### src/rtl/bsg_downstream_in.sv
// Receive end of the 2-channel byte-serial link: four beats -> one 64-bit word -> FIFO toward the core, one token back per word consumed.
// Optional BSG_DS_IN_OVERFLOW_CHECK_EN adds a sticky overflow_err output for writes dropped on a full FIFO.
module bsg_downstream_in #(
  parameter int FIFO_DEPTH = 4
) (
  input  logic        clk,
  input  logic        rst,
  input  logic        io_valid_in,
  input  logic [7:0]  io_data_in_ch0,
  input  logic [7:0]  io_data_in_ch1,
  output logic        io_token_out,
  output logic        core_valid_out,
  output logic [63:0] core_data_out,
`ifdef BSG_DS_IN_OVERFLOW_CHECK_EN
  output logic        overflow_err,
`endif
  input  logic        core_ready_in
);

  localparam int PW = (FIFO_DEPTH > 1) ? $clog2(FIFO_DEPTH) : 1;
  localparam int CW = PW + 1;

  logic [1:0]    step;
  logic [31:0]   lo_q;
  logic [15:0]   hi_q;   // {hi[23:16], hi[7:0]} captured on step2
  logic [63:0]   word;
  logic [63:0]   mem [FIFO_DEPTH];
  logic [PW-1:0] rd_ptr, wr_ptr, rd_nxt;
  logic [CW-1:0] count, count_nxt;
  logic [63:0]   head_nxt;
  logic          full, deq, wr, acc, drop;

  // step3 bytes go straight into the word, not through lo_q/hi_q
  assign word      = {io_data_in_ch1, hi_q[15:8], io_data_in_ch0, hi_q[7:0], lo_q};
  assign full      = (count == CW'(FIFO_DEPTH));
  assign deq       = core_valid_out & core_ready_in;
  assign wr        = io_valid_in & (step == 2'd3);
  assign acc       = wr & (~full | deq);
  assign drop      = wr & full & ~deq;
  assign count_nxt = count + CW'(acc) - CW'(deq);
  assign rd_nxt    = rd_ptr + PW'(deq);

  // Head register: new word bypasses storage when nothing older remains after this cycle's dequeue
  always_comb begin
    head_nxt = core_data_out;
    if (count_nxt != '0) begin
      if (count == CW'(deq)) head_nxt = word;
      else                   head_nxt = mem[rd_nxt];
    end
  end

  always_ff @(posedge clk or negedge rst) begin
    if (!rst) begin
      step           <= 2'd0;
      lo_q           <= '0;
      hi_q           <= '0;
      rd_ptr         <= '0;
      wr_ptr         <= '0;
      count          <= '0;
      core_valid_out <= 1'b0;
      core_data_out  <= '0;
      io_token_out   <= 1'b0;
    end else begin
      if (io_valid_in) begin
        step <= step + 2'd1;
        case (step)
          2'd0: begin lo_q[7:0]  <= io_data_in_ch0; lo_q[23:16] <= io_data_in_ch1; end
          2'd1: begin lo_q[15:8] <= io_data_in_ch0; lo_q[31:24] <= io_data_in_ch1; end
          2'd2: begin hi_q[7:0]  <= io_data_in_ch0; hi_q[15:8]  <= io_data_in_ch1; end
          default: ;
        endcase
      end
      if (acc) wr_ptr <= wr_ptr + PW'(1);
      rd_ptr         <= rd_nxt;
      count          <= count_nxt;
      core_valid_out <= (count_nxt != '0);
      core_data_out  <= head_nxt;
      io_token_out   <= deq;
    end
  end

  always_ff @(posedge clk) begin
    if (acc) mem[wr_ptr] <= word;
  end

`ifdef BSG_DS_IN_OVERFLOW_CHECK_EN
  always_ff @(posedge clk or negedge rst) begin
    if (!rst)      overflow_err <= 1'b0;
    else if (drop) overflow_err <= 1'b1;
  end
`ifndef SYNTHESIS
  always @(posedge clk) begin
    if (rst && drop) $error("bsg_downstream_in: word dropped, FIFO full with no token outstanding");
  end
`endif
`else
  logic unused_drop;
  assign unused_drop = drop;
`endif

endmodule

### config.mk
export PLATFORM = sky130hd
export DESIGN_NAME = bsg_downstream_in
export DESIGN_NICKNAME = d
export VERILOG_FILES = /design/src/rtl/bsg_downstream_in.sv
export SDC_FILE = /design/constraint.sdc
export NUM_CORES = 1
export LEC_CHECK = 0
export BUFFER_PORTS_ARGS = -buffer_cell sky130_fd_sc_hd__buf_2
export CORE_UTILIZATION = 32
export CTS_CLUSTER_DIAMETER = 60
export DETAILED_ROUTE_END_ITERATION = 10
export PLACE_DENSITY_LB_ADDON = 0.3
export SLEW_MARGIN = 20
export SYNTH_ARGS = -nofsm -noshare
export SYNTH_HDL_FRONTEND = slang
export SYNTH_SLANG_ARGS = --single-unit
### constraint.sdc
create_clock -name clk -period 6.13 [get_ports clk]
set_input_delay 1.226 -clock clk [delete_from_list [all_inputs] [get_ports clk]]
set_output_delay 1.226 -clock clk [all_outputs]
set_load 0.01 [all_outputs]
==> results.md <==
* Outcome: finished clean
* Unique masters post-synth at 24
* Post-route DRC at 0
* TNS Setup at 0 ps
* # Max-Cap Violations at 0
* Post-Route Skew at 16.2 ps
* Clock power frac at 0.248
* DP HPWL at 16600 microns
* Via count at 7142
* # IOs at 86
* Cells after synthesis at 765
* Postcts setup bufs at 0
* Die X at 215 microns
* Core Rows at 77
* R2r worst-path depth at 12
* Net count, final at 898
* Setup-failing EPs final at 0
* Worst VDD drop at 0.307 mV
* Worst Tran Pin Value at 1090 ps
* Syn avg cell area at 19.0 sq um
* Commonest cells after routing, fill and taps aside: edfxtp_1, dfrtp_1, buf_2
* Routability cong. at 0.697
* R2R Path End: core_data_out[24]
* Vias in the first global route at 7454
* H-Tree Depth at 2
* Worst flop-to-flop path startpoint: step[0]
* Clk slew on worst S/H paths at 60 ps
* Top delay family on crit path: simple AND/OR/NAND/NOR gates
* Final hold vios at 0
* TritonCTS clock tree: done
* CTS Root Cell: clkbuf_16
* Initial antenna violation count at 0
* Max transition margin at 0.272
* Period utilisation layout at 0.583
* Reg2reg setup slack at 2860 ps
* Gr ovfl total at 0
* Sequential share of power at 0.427
* Number of fill cells at 4126
* Resized Gates After CTS at 0
* Max Freq at 280 MHz
* Largest net degree at the start of global routing at 96
* Starting Density at 0.327
* Cell Chain, Critical Path: buf_2, nand2_1, a31oi_1, nand2_1, nand2_1, ha_1, fa_1, xnor3_1, or3_4, buf_4, nor2_1, a21oi_1
* P_sw at 3000 uW
* Hold-fix buffers, CTS at 0
* Critical Path Max Stage Delay at 590 ps
* Worst hold-check path type: flop to flop
* CP Buf/Inv Count at 2
* Worst Hold Endpoint: core_data_out[28]
* Critical Path AT at 3960 ps
* ANT cells at 0
* Net Count, Synth at 796
* Worst-Skew Late Latency at 520 ps
* HP Start: core_data_out[28]
* Share of post-route cells with drive strength above 1 at 0.311
* Slowest library cell on the worst path: or3_4
* Switching share of total power at 0.320
* Required @ worst endpoint at 6520 ps
* CP Launch Type: input port
* DR WL/cell at 20.6 microns
* Antenna-violating nets left at 0
* Internal power at 6360 uW
* Critical Path Start: core_ready_in
* Global-route wire length before repair at 47200 microns
* Power per cell area at 554 nW/um^2
* Area grow syn2layout at 16.3%
* P_leak at 0.00600 uW
* CTS Buffer Depth at 3
* Worst hold stages at 2
* Most common cell after layout, fill and taps aside: edfxtp_1
* Total track usage at 0.135
* Cell Area, Synth at 14500 sq um
* Register area at 10800 sq um
* Post-layout min period at 3580 ps
* Number of clock sinks at 379
* Combinational group share of total power at 0.325
* Die height at 215 microns
* Max-slew violations at 0
* Synth Register Bits at 379
* Multi-input gate area at 3540 sq um
* PortBufs at 85
* Hold WS at 523 ps
* Drt first-iter violations at 328
* Worst setup EP type: flop
* Worst setup path class: input port to flop
* Register area share after synthesis at 0.740
* CP dominant cell by count: nand2_1
* CORE AREA at 44500 sq um
* Cts bufs inserted at 40
* Crit-path max FO at 50
* Drt via density at 4.80
* Die area at 46300 sq um
* Pre-antenna DRT Iters at 6
* Final wirelength at 30700 microns
* Synth Warn # at 0
* RSZ-0062 raised after global routing: false
-- final cells by class --
type | count | share of cell area
repair buffers | 99 | 0.0337
flip-flops and latches | 379 | 0.637
clock buffers | 56 | 0.0670
multi-input cells | 341 | 0.209
clock inverters | 16 | 0.00814
well taps | 592 | 0.0438
inverters | 6 | 0.00133
-- state kept, by name, summed over array words and instances, names as in the netlist --
name	flops
mem	256
core_data_out	64
lo_q	32
hi_q	16
count	3
rd_ptr	2
step	2
wr_ptr	2
core_valid_out	1
io_token_out	1
-- power groups by stage --
stage	clock network, uW	registers, uW	logic (uW)
2_1_floorplan	0	4010	2210
3_3_place_gp	0	4030	3050
3_5_place_dp	0	4050	3100
4_1_cts	2400	4010	3110
5_1_grt	2500	4090	3390
6_report	2320	3990	3040
-- tightest hold or removal path: stages (launching register included) --
cell and delay (ps):
dfrtp_1 340, nor2_1 50, a21oi_1 100
-- stage by stage --
step           power (uW)  utilization  area (sq um)  std cells  setup slack [ps]
2_1_floorplan        6220            -         14500        765              2230
3_3_place_gp         7080        0.350         15600       1415              1750
3_5_place_dp         7150        0.350         15600       1415              1620
4_1_cts              9520        0.379         16900       1487              2180
5_1_grt              9980        0.380         16900       1489              2270
6_report             9360        0.380         16900       1489              2550
-- worst max-delay path by stage --
stage,cells after the start,to
3_3_place_gp,12,core_data_out[30]
3_5_place_dp,12,core_data_out[24]
5_1_grt,12,core_data_out[1]
4_1_cts,12,core_data_out[24]
2_1_floorplan,4,mem[0][0]
6_report,12,core_data_out[24]
-- cell usage after synthesis, drive strengths merged --
master / n / area [sq um]
nand3: 1 / 5.00
dfrtp: 123 / 3080
xnor3: 1 / 22.5
a21o: 1 / 7.51
buf: 33 / 240
fa: 1 / 20.0
a211oi: 1 / 7.51
or3: 1 / 11.3
o21ai: 2 / 10.0
nor2: 65 / 244
mux2: 48 / 541
edfxtp: 256 / 7690
and2: 4 / 25.0
inv: 6 / 22.5
mux2i: 64 / 641
xnor2: 1 / 8.76
a21oi: 64 / 320
ha: 10 / 125
a31oi: 1 / 6.26
mux4: 64 / 1440
xor2: 2 / 17.5
nand2: 10 / 37.5
clkbuf: 6 / 22.5
-- per-layer routing --
metal	part of all wire	vias up	global-route usage
met2	0.49	162	0.220
met3	0.047	39	0.0256
met1	0.45	3773	0.187
met4	0.014	0	0.0305
li1	-	3168	-
met5	0	-	0
-- cells by family after synthesis --
group	synth area share
AO/OA/AOI/OAI	0.0242
XOR/XNOR	0.00336
adder cells (fa/ha/maj)	0.00998
buffers and inverters	0.0196
flip-flops	0.740
multiplexers	0.180
AND/OR/NAND/NOR	0.0222
Note: power is estimated with default switching activity, not from simulation.
